===== config.mk =====
export PLATFORM = sky130hd
export DESIGN_NAME = sync_filter_array
export DESIGN_NICKNAME = d
export VERILOG_FILES = /design/src/rtl/sync_filter_array.sv
export SDC_FILE = /design/constraint.sdc
export NUM_CORES = 1
export LEC_CHECK = 0
export CAP_MARGIN = 20
export CORE_ASPECT_RATIO = 1.5
export CORE_MARGIN = 3
export CORE_UTILIZATION = 44
export CTS_CLUSTER_DIAMETER = 150
export DETAILED_ROUTE_END_ITERATION = 16
export GPL_TIMING_DRIVEN = 0
export PLACE_DENSITY_LB_ADDON = 0.2
export SETUP_SLACK_MARGIN = 0.15
export SLEW_MARGIN = 10
export SYNTH_ARGS = -nofsm -noshare
export SYNTH_HDL_FRONTEND = slang
export SYNTH_SLANG_ARGS = --single-unit

===== constraint.sdc =====
create_clock -name dest_clk -period 6.2 [get_ports dest_clk]
set_clock_uncertainty 0.05 [all_clocks]
set_input_delay 1.86 -clock dest_clk [delete_from_list [all_inputs] [get_ports dest_clk]]
set_output_delay 1.86 -clock dest_clk [all_outputs]
set_load 0.01 [all_outputs]

===== src/rtl/sync_filter_array.sv =====
// Multi-channel level synchronizer with glitch filter, edge pulses and a saturating glitch counter.
// Latency: async_in to sync_raw in DEST_SYNC_FF edges; dest_out and pulses FILTER_CYCLES edges later.
// Backpressure: none; free-running, a new sample is taken on every dest_clk edge.
//
// Ports:
//   dest_clk, dest_rst_n   sole clock, asynchronous active-low reset
//   async_in[WIDTH]        asynchronous level inputs
//   clr_glitch             synchronous clear of glitch_count (wins over same-cycle glitches)
//   sync_raw[WIDTH]        last synchronizer stage, unfiltered
//   dest_out[WIDTH]        filtered level
//   rise_pulse/fall_pulse  registered 1-cycle pulses on dest_out 0->1 / 1->0
//   change_any             OR of all pulse bits
//   glitch_count[GCNT_W]   saturating count of rejected glitches
module sync_filter_array #(
  parameter int WIDTH         = 8,
  parameter int DEST_SYNC_FF  = 2,
  parameter int INIT_SYNC_FF  = 0,
  parameter int FILTER_CYCLES = 4,
  parameter int GCNT_W        = 16
) (
  input  logic              dest_clk,
  input  logic              dest_rst_n,
  input  logic [WIDTH-1:0]  async_in,
  input  logic              clr_glitch,
  output logic [WIDTH-1:0]  sync_raw,
  output logic [WIDTH-1:0]  dest_out,
  output logic [WIDTH-1:0]  rise_pulse,
  output logic [WIDTH-1:0]  fall_pulse,
  output logic              change_any,
  output logic [GCNT_W-1:0] glitch_count
);

  localparam int CNT_W = $clog2(FILTER_CYCLES + 1);
  localparam logic [CNT_W-1:0] CNT_LAST = CNT_W'(FILTER_CYCLES - 1);
  localparam logic [WIDTH-1:0] INIT_VEC = {WIDTH{INIT_SYNC_FF[0]}};
  localparam int PC_W  = $clog2(WIDTH + 1);
  // One spare bit above the worst-case sum so saturation can be detected without wrap.
  localparam int SUM_W = GCNT_W + PC_W + 1;
  localparam logic [SUM_W-1:0] GMAX = {{(PC_W + 1){1'b0}}, {GCNT_W{1'b1}}};

  logic [WIDTH-1:0]  chain_q [DEST_SYNC_FF];
  logic [WIDTH-1:0]  chain_d [DEST_SYNC_FF];
  logic [CNT_W-1:0]  cnt_q   [WIDTH];
  logic [CNT_W-1:0]  cnt_d   [WIDTH];
  logic [WIDTH-1:0]  dest_out_q, dest_out_d;
  logic [WIDTH-1:0]  rise_pulse_q, rise_pulse_d;
  logic [WIDTH-1:0]  fall_pulse_q, fall_pulse_d;
  logic [GCNT_W-1:0] glitch_count_q, glitch_count_d;

  logic [WIDTH-1:0]  s;
  logic [WIDTH-1:0]  glitch_vec;
  logic [PC_W-1:0]   glitch_num;
  logic [SUM_W-1:0]  glitch_sum;

  assign s = chain_q[DEST_SYNC_FF-1];

  // Plain flop chain: nothing combinational between stages.
  always_comb begin
    chain_d[0] = async_in;
    for (int k = 1; k < DEST_SYNC_FF; k++) begin
      chain_d[k] = chain_q[k-1];
    end
  end

  // Per-channel stability filter. A channel whose count was running and then
  // sees s return to dest_out has rejected a glitch.
  always_comb begin
    dest_out_d   = dest_out_q;
    rise_pulse_d = '0;
    fall_pulse_d = '0;
    glitch_vec   = '0;
    for (int i = 0; i < WIDTH; i++) begin
      cnt_d[i] = cnt_q[i];
      if (s[i] == dest_out_q[i]) begin
        cnt_d[i]      = '0;
        glitch_vec[i] = (cnt_q[i] != '0);
      end else if (cnt_q[i] == CNT_LAST) begin
        dest_out_d[i]   = s[i];
        cnt_d[i]        = '0;
        rise_pulse_d[i] = s[i];
        fall_pulse_d[i] = ~s[i];
      end else begin
        cnt_d[i] = cnt_q[i] + CNT_W'(1);
      end
    end
  end

  always_comb begin
    glitch_num = '0;
    for (int i = 0; i < WIDTH; i++) begin
      glitch_num = glitch_num + PC_W'(glitch_vec[i]);
    end
    glitch_sum = SUM_W'(glitch_count_q) + SUM_W'(glitch_num);
    if (clr_glitch) begin
      glitch_count_d = '0;
    end else if (glitch_sum > GMAX) begin
      glitch_count_d = {GCNT_W{1'b1}};
    end else begin
      glitch_count_d = glitch_sum[GCNT_W-1:0];
    end
  end

  always_ff @(posedge dest_clk or negedge dest_rst_n) begin
    if (!dest_rst_n) begin
      for (int k = 0; k < DEST_SYNC_FF; k++) begin
        chain_q[k] <= INIT_VEC;
      end
      for (int i = 0; i < WIDTH; i++) begin
        cnt_q[i] <= '0;
      end
      dest_out_q     <= INIT_VEC;
      rise_pulse_q   <= '0;
      fall_pulse_q   <= '0;
      glitch_count_q <= '0;
    end else begin
      for (int k = 0; k < DEST_SYNC_FF; k++) begin
        chain_q[k] <= chain_d[k];
      end
      for (int i = 0; i < WIDTH; i++) begin
        cnt_q[i] <= cnt_d[i];
      end
      dest_out_q     <= dest_out_d;
      rise_pulse_q   <= rise_pulse_d;
      fall_pulse_q   <= fall_pulse_d;
      glitch_count_q <= glitch_count_d;
    end
  end

  assign sync_raw     = s;
  assign dest_out     = dest_out_q;
  assign rise_pulse   = rise_pulse_q;
  assign fall_pulse   = fall_pulse_q;
  assign change_any   = |(rise_pulse_q | fall_pulse_q);
  assign glitch_count = glitch_count_q;

endmodule


==> results.toml, run 1 <==
[critical_path]
slowest_stage = "fa_1"
crit_path_end = "glitch_count[5]"
crit_buf_inv = 3
r2r_cells = 14
critical_path.startpoint = "dest_out[0]"
required_ps = 6400
cpLargestDelayFamily = "adder cells"
criticalPathCategory = "register to register"
reg2reg_setup_slack_ps = 1560
end_kind = "register"
crit_top_cell = "fa_1"
critical_path_depth = 14
rr_startpoint = "dest_out[0]"
cp_cell_sequence = "xor2_1 -> a21oi_1 -> fa_1 -> inv_1 -> fa_1 -> inv_1 -> fa_1 -> fa_1 -> fa_1 -> nand3_1 -> a211oi_1 -> nand4_1 -> buf_4 -> a31oi_1"
crit_arrival_ps = 4840
cp_max_fo = 10
crit_path_max_incr_delay_ps = 570
start_kind = "register"
r2r_end = "glitch_count[5]"

[clocking]
clockBufferDepth = 2
htreeDepth = 3
cts_tree = "done"
postCtsSetupRepairBufs = 0
holdBufCountCts = 0
cts_root_buffer = "clkbuf_16"
cts.repair.resized = 0
cts.sinks = 80
clk-insertion-delay-late_ps = 330
cts.clk_slew.worst_paths_ps = 60
cts_made_buffers = 9

[job]
drv_cap = 0

[yosys]
synthTopCellsByCount = "dfrtp_1, inv_1, ha_1, a21oi_1, nor3b_1"
ys.flop_type = "dfrtp_1"
syn-num-nets = 330
syn_inst = 292
synth.area.top_cells = "dfrtp_1, ha_1, nor3b_1"
seq_area_frac_synth_pct = 56.8
synth.distinct_cells = 40
ys_warn_count = 0
async_flop_share_pct = 100
netlist_area_um2 = 3530
synth_seq_cells = 80
netlist.area_leader.share_pct = 56.8
synth_edf_count = 0
synth_top_area_cell = "dfrtp_1"
yosysMostFrequentCell = "dfrtp_1"
syn_avg_cell_area_um2 = 12.1

[timing]
finalSetupTns_ps = 0
fmax_mhz = 215
finalMaxSlewViolations = 0
setup_viol = 0
period_needed_ps = 4640
worst-slew-pin-transition_ps = 612
fin_crit_sh_pct = 74.9
final_hold_viol_count = 0
rsz0062_at_grt = "no"
maxSlewHeadroom_pct = 58.8

[power]
power.leakage_nw = 2.11
ir_drop_uv = 213
p_per_area_nw_per_um2 = 426

[die]
boundaryPins = 60
initial_core_util_pct = 45.7
die_w_um = 79.1
die_height_um = 116
rows = 39
core_um2 = 7710
die_area_um2 = 9150

[place]
gp_congestion = 0.813
hpwlAfterDp_um = 4810
io_buffers = 58
place_area_um2 = 4260

[global_routing]
track_usage_pct = 16.1
antenna_found_initial = 0
grt_pass1_wl_um = 11200
grt_max_degree = 66
grt-ovfl-total = 0
grt_pass1_vias = 2446

[min_path]
hold_path_class = "register to register"

[drt]
vias = 2345
vias_per_cell = 5.00
routed_wl_um = 6600
wl_per_cell_um = 14.1
drc = 0
dr.pass1.iters = 4
drt-initial-drc-count = 72
drtAntennaViolNets = 0

[finish]
fin_area_um2 = 4580
register_area_um2 = 2000
multi_input_area_um2 = 1370
syn_to_final_growth_pct = 29.9
drive_gt1_share_pct = 8.17
n_antenna_cell = 0
nNetsFinal = 400
fillers = 682

[run_status]
status = "finished, final reports clean"
-- logic make-up (layout without fill, tap and decap cells) --
family / Yosys count / in the layout / synth area share (%)
and+or+nand+nor: 85 / 85 / 15.1
DFF: 80 / 80 / 56.8
AOI/OAI and AO/OA: 39 / 39 / 6.42
buffers and inverters: 37 / 112 / 4.51
adders and majority gates: 27 / 27 / 10.6
xor gates and xnor gates: 15 / 15 / 3.72
muxes: 9 / 9 / 2.84
-- per-layer routing --
layer	share of wire, %	GRT usage (%)
met1	42	18.5
met2	53	27.7
met3	3.3	4.43
met4	2.0	7.45
met5	0	0
-- how the worst min path moves through the flow --
stage	from	end	slack, ps	depth (start not counted)
global placement	chain_d[7]	sync_raw[7]	280	0
global route	chain_d[5]	sync_raw[5]	300	0
detailed placement	chain_d[5]	sync_raw[5]	280	0
finish	chain_d[7]	sync_raw[7]	300	0
floorplan	chain_d[0]	sync_raw[0]	280	0
CTS	chain_d[5]	sync_raw[5]	300	0
-- per-stage QoR --
stage	util, %	power (W)	cells	worst slack, ps	hold slack [ps]
2_1_floorplan	-	0.00118	292	2090	281
3_3_place_gp	54.9	0.00138	452	399	282
3_5_place_dp	55.3	0.00141	453	1540	285
4_1_cts	59.4	0.00198	469	1510	298
5_1_grt	59.4	0.00212	469	1160	305
6_report	59.4	0.00195	469	1560	296
-- layout by cell type (no fill, tap or decap), types with 2 or more instances in the layout --
cell,Yosys,layout
a211oi_1,3,3
a21o_1,2,2
a21oi_1,19,19
a31oi_1,6,6
and2_1,3,3
and3_1,8,8
and3b_1,6,6
buf_4,1,2
bufinv_16,0,2
clkbuf_1,1,2
clkbuf_16,0,9
clkdlybuf4s50_1,0,57
clkinvlp_4,0,2
dfrtp_1,80,80
fa_1,5,5
ha_1,22,22
inv_1,32,32
mux2_2,8,8
nand2_1,11,11
nand3_1,5,5
nand4_1,4,4
nor2_1,3,3
nor2b_1,6,6
nor3_1,8,8
nor3b_1,17,17
nor4_1,4,4
o21ai_0,5,5
o31ai_1,2,2
or3_1,2,2
or4_1,2,2
xnor2_1,8,8
xor2_1,7,7
-- registers in the layout, summed over array words and instances, names as in the netlist --
name / cells
cnt_q: 24
glitch_count: 16
chain_d: 8
dest_out: 8
fall_pulse: 8
rise_pulse: 8
sync_raw: 8
-- area by class of cell --
type,instances,area share (%)
plain buffers,5,0.846
clock buffers,11,5.30
clock inverters,5,1.75
inverters,32,2.62
multi-input cells,175,29.8
flip-flops and latches,80,43.7
well taps,102,2.78
repair buffers,59,13.2
-- report_power, final --
part	total, W	internal [W]	leakage (nW)	switching (W)
clock	0.000564	0.000363	0.152	0.000202
combinational	0.000696	0.000359	0.912	0.000337
sequential	0.000691	0.000614	1.04	0.0000768
total	0.00195	0.00134	2.11	0.000616
Power figures use the tool's default switching activity.
==> inputs of run 2 (changes only) <==
==> constraint.sdc (replaced) <==
create_clock -name dest_clk -period 4.57 [get_ports dest_clk]
set_clock_uncertainty 0.05 [all_clocks]
set_input_delay 1.371 -clock dest_clk [delete_from_list [all_inputs] [get_ports dest_clk]]
set_output_delay 1.371 -clock dest_clk [all_outputs]
set_load 0.01 [all_outputs]
==> run 2 against run 1 <==
  * Routed wire length grew 0.44%
  * Critical path depth is the same
  * Via count grew 0.81%
  * Sequential cell count is the same
  * Maximum frequency grew 11%
  * Core utilization grew 0.76 points
  * Sequential power grew 36%
  * Clock power grew 36%
  * First-iteration DRC count shrank 4.2%
  * Clock-buffer cell count is the same
  * Critical path type unchanged
  * Largest power group unchanged
==> results.toml, run 2 (synthesized netlist as in run 1, its figures left out) <==
[clocking]
cts.sinks = 80
holdBufCountCts = 0
cts.clk_slew.worst_paths_ps = 60
clk-insertion-delay-late_ps = 330
clockBufferDepth = 2
cts_tree = "done"
cts_made_buffers = 9
cts_root_buffer = "clkbuf_16"
htreeDepth = 3

[drt]
routed_wl_um = 6630
drc = 0
vias = 2364
wl_per_cell_um = 14.1
dr.pass1.iters = 4
drtAntennaViolNets = 0
drt-initial-drc-count = 69
vias_per_cell = 5.02

[die]
initial_core_util_pct = 45.7
die_w_um = 79.1
core_um2 = 7710
die_area_um2 = 9150
rows = 39
boundaryPins = 60
die_height_um = 116

[run_status]
status = "finished, final reports clean"

[critical_path]
required_ps = 4720
cp_max_fo = 10
rr_startpoint = "sync_raw[0]"
end_kind = "register"
crit_arrival_ps = 4340
criticalPathCategory = "register to register"
r2r_end = "glitch_count[5]"
reg2reg_setup_slack_ps = 380
r2r_cells = 14
start_kind = "register"

[timing]
setup_viol = 0
rsz0062_at_grt = "no"
setup_slack_ps = 382
period_needed_ps = 4190
worst-slew-pin-transition_ps = 621
finalSetupTns_ps = 0
final_hold_viol_count = 0
fmax_mhz = 239
maxSlewHeadroom_pct = 58.6
fin_crit_sh_pct = 91.6
finalMaxSlewViolations = 0

[min_path]
hold_path_class = "register to register"
min_to = "sync_raw[7]"
hold_path_startpoint = "chain_d[7]"
whs_path_depth = 0

[global_routing]
grt_max_degree = 66
grt_pass1_vias = 2453
track_usage_pct = 16.1
antenna_found_initial = 0
grt-ovfl-total = 0
grt_pass1_wl_um = 11200

[place]
io_buffers = 58
post-place-ws_ps = -94.1
hpwlAfterDp_um = 4810
gp_congestion = 0.813

[finish]
nNetsFinal = 402
largest_reg_flops = 24
syn_to_final_growth_pct = 31.6
n_antenna_cell = 0
top_register = "cnt_q"
layout_commonest_cell = "dfrtp_1"
multi_input_area_um2 = 1410
register_area_um2 = 2000
drive_gt1_share_pct = 10.3
utilization_pct = 60.2
fillers = 676
final_cell_mix = "dfrtp_1, clkdlybuf4s50_1, inv_1"

[power]
p_per_area_nw_per_um2 = 579
power.leakage_nw = 2.12
ir_drop_uv = 304

[job]
drv_cap = 0
==> run 2: worst max path at each step <==
stage | from | slack (ps) | depth (start not counted) | endpoint
floorplan | dest_out[0] | 460 | 14 | glitch_count[11]
global placement | dest_rst_n | -740 | 1 | glitch_count[14]
detailed placement | dest_out[0] | -90 | 14 | glitch_count[11]
CTS | dest_out[0] | 160 | 14 | glitch_count[11]
global route | dest_out[2] | 160 | 14 | glitch_count[8]
finish | sync_raw[0] | 380 | 14 | glitch_count[5]
==> run 2: area by class of cell <==
cell class / count / share of cell area [%]
Clock inverter: 5 / 1.73
Tap cell: 102 / 2.75
Multi-Input combinational cell: 175 / 30.4
Buffer: 5 / 0.863
Clock buffer: 11 / 5.23
Timing Repair Buffer: 61 / 13.4
Sequential cell: 80 / 43.1
Inverter: 32 / 2.59
==> run 2: per-layer routing <==
metal	GRT usage (%)	vias up	routed length, um
met5	0	-	0
met4	7.57	0	143
met3	4.43	10	210
met2	27.6	43	3550
met1	18.7	1165	2720
li1	-	1146	-
==> run 2: repair_timing <==
action	in CTS	in global routing
resized for setup	3	6
setup buffers	0	2
pin swaps	0	2
cloned	0	0
setup endpoints to repair	14	15
==> run 2: power breakdown <==
part	switching, W	internal, W	total (W)	leakage [nW]
Sequential	0.000108	0.000834	0.000941	1.04
Clock	0.000273	0.000492	0.000765	0.152
Combinational	0.000476	0.000506	0.000982	0.924
==> run 2: per-stage QoR <==
step | total power (W) | hold WS [ps] | std cells | area (um^2)
after floorplan | 0.00159 | 281 | 292 | 3530
after global placement | 0.00187 | 282 | 452 | 4240
after detailed placement | 0.00191 | 285 | 453 | 4260
after CTS | 0.00270 | 298 | 469 | 4600
after global routing | 0.00293 | 305 | 471 | 4640
final | 0.00269 | 296 | 471 | 4640
==> run 2: worst max-delay path, stage by stage, from the launching register on <==
cell and delay, ps:
dfrtp_1 440, xor2_2 190, a21oi_1 90, fa_1 510
inv_1 50, fa_1 550, inv_1 60, fa_1 510
fa_1 490, fa_2 400, nand3_4 150, a211oi_4 90
nand4_1 180, buf_4 200, a31oi_1 100
==> inputs of run 3 (changes only) <==
--- a/config.mk
+++ b/config.mk
@@ -14,7 +14,8 @@
 export GPL_TIMING_DRIVEN = 0
 export PLACE_DENSITY_LB_ADDON = 0.2
 export SETUP_SLACK_MARGIN = 0.15
-export SLEW_MARGIN = 10
+export SLEW_MARGIN = 30
 export SYNTH_ARGS = -nofsm -noshare
 export SYNTH_HDL_FRONTEND = slang
 export SYNTH_SLANG_ARGS = --single-unit
+export TNS_END_PERCENT = 30
==> run 3 against run 2 <==
  * Power decreased by 2.9%
  * Critical path type unchanged
  * Via count decreased by 0.51%
  * Maximum frequency decreased by 0.30%
  * Sequential cell count unchanged
  * Die area unchanged
  * Highest routed layer unchanged
  * First-iteration DRC count decreased by 10%
  * Clock power decreased by 12%
  * Final area decreased by 0.51%
  * Register-to-register slack about the same
  * Sequential share of layout area increased by 0.22 points
==> results.toml, run 3 (synthesized netlist as in run 1, its figures left out) <==
[global_routing]
grt-ovfl-total = 0
grt_pass1_wl_um = 11200
grt_pass1_vias = 2404
track_usage_pct = 15.9
grt_max_degree = 66
antenna_found_initial = 0

[finish]
syn_to_final_growth_pct = 30.9
register_area_um2 = 2000
top_register = "cnt_q"
fin_area_um2 = 4620
largest_reg_flops = 24
multi_input_area_um2 = 1410
drive_gt1_share_pct = 10.6
fillers = 678
n_antenna_cell = 0
fin_cells = 470
layout_commonest_cell = "dfrtp_1"
nNetsFinal = 402
final_cell_mix = "dfrtp_1, clkdlybuf4s50_1, inv_1"

[timing]
setup_viol = 0
period_needed_ps = 4200
finalSetupTns_ps = 0
hold-worst-slack_ps = 296
worst-slew-pin-transition_ps = 607
fin_crit_sh_pct = 91.9
final_hold_viol_count = 0
maxSlewHeadroom_pct = 59.5
finalMaxSlewViolations = 0
setup_slack_ps = 370
fmax_mhz = 238
rsz0062_at_grt = "no"

[clocking]
holdBufCountCts = 0
clk-insertion-delay-late_ps = 330
cts_made_buffers = 9
cts_tree = "done"
cts_root_buffer = "clkbuf_16"
cts.clk_slew.worst_paths_ps = 50
clockBufferDepth = 2
cts.sinks = 80
htreeDepth = 3

[critical_path]
cpLargestDelayFamily = "adder cells"
crit_path_max_incr_delay_ps = 580
slowest_stage = "fa_1"
crit_top_cell = "fa_1"
end_kind = "register"
crit_arrival_ps = 4390
cp_cell_sequence = "xor2_2 -> a21oi_1 -> fa_1 -> inv_1 -> fa_1 -> inv_1 -> fa_1 -> fa_2 -> fa_2 -> nand3_4 -> a211oi_4 -> nand4_1 -> buf_4 -> a31oi_1"
cp_max_fo = 10
required_ps = 4760
start_kind = "register"
crit_buf_inv = 3
criticalPathCategory = "register to register"

[power]
p_per_area_nw_per_um2 = 565
pwr-share-clk_pct = 25.9
p_comb_share_pct = 38.0
sw_frac_of_total_pct = 32.3
power_frac_seq_pct = 36.1
p_switching_w = 0.000843
intPower_w = 0.00177
ir_drop_uv = 302
power.leakage_nw = 2.11

[drt]
wl_per_cell_um = 13.9
dr.pass1.iters = 4
drt-initial-drc-count = 62
vias = 2352
routed_wl_um = 6540
drc = 0
drtAntennaViolNets = 0
vias_per_cell = 5.00

[place]
post-place-ws_ps = -102
place_area_um2 = 4260
gp_congestion = 0.813
place_inst = 453
hpwlAfterDp_um = 4790
io_buffers = 58

[die]
core_um2 = 7710
initial_core_util_pct = 45.7
boundaryPins = 60
rows = 39
die_height_um = 116
die_area_um2 = 9150
die_w_um = 79.1

[min_path]
hold_path_class = "register to register"

[job]
drv_cap = 0

[run_status]
status = "finished, final reports clean"
## run 3: cell count changes in the layout (fill, tap and decap cells not counted)
cell,change
clkbuf_8,+3
fa_2,+1
fa_1,-1
bufinv_16,-2
clkbuf_1,-1
buf_6,+1
buf_4,-1
clkinvlp_4,-1
## run 3: metal layers
| layer | GRT usage, % | vias to the layer above | wire length [um] |
|---|---|---|---|
| met5 | 0 | - | 0 |
| met4 | 9.17 | 0 | 146 |
| met3 | 2.64 | 14 | 198 |
| met2 | 26.9 | 45 | 3450 |
| met1 | 19.2 | 1146 | 2740 |
| li1 | - | 1147 | - |
## run 3: repair_timing
action	in CTS	in global routing
setup buffers	1	1
pin swaps	1	1
setup endpoints to repair	14	15
resized for setup	3	7
## run 3: power by group through the flow
| stage | Clock (W) | Combinational [W] | Sequential (W) |
|---|---|---|---|
| 2_1_floorplan | 0 | 0.000636 | 0.000958 |
| 3_3_place_gp | 0 | 0.000930 | 0.000944 |
| 3_5_place_dp | 0 | 0.000962 | 0.000952 |
| 4_1_cts | 0.000697 | 0.000977 | 0.000943 |
| 5_1_grt | 0.000732 | 0.00115 | 0.000964 |
| 6_report | 0.000677 | 0.000993 | 0.000941 |
## run 3: layout make-up
cell class | count | share of cell area [%]
plain buffers | 5 | 0.867
clock buffers | 13 | 6.07
clock inverters | 2 | 0.271
inverters | 32 | 2.60
multi-input cells | 175 | 30.6
flip-flops and latches | 80 | 43.3
well taps | 102 | 2.76
repair buffers | 61 | 13.5
## run 3: stage by stage
step | util [%] | power (W)
6_report | 59.9 | 0.00261
5_1_grt | 59.9 | 0.00285
4_1_cts | 59.4 | 0.00262
3_5_place_dp | 55.3 | 0.00191
3_3_place_gp | 54.9 | 0.00187
2_1_floorplan | - | 0.00159
## run 3: final timing paths
kind | startpoint | to | slack [ps] | cells after the start
hold / removal | chain_d[5] | sync_raw[5] | 300 | 0
hold reg to reg | chain_d[5] | sync_raw[5] | 300 | 0
setup / recovery | sync_raw[0] | glitch_count[9] | 370 | 14
setup reg to reg | sync_raw[0] | glitch_count[9] | 370 | 14
max in group asynchronous | dest_rst_n | glitch_count[11] | 3100 | 2
min in group asynchronous | dest_rst_n | sync_raw[7] | 810 | 1
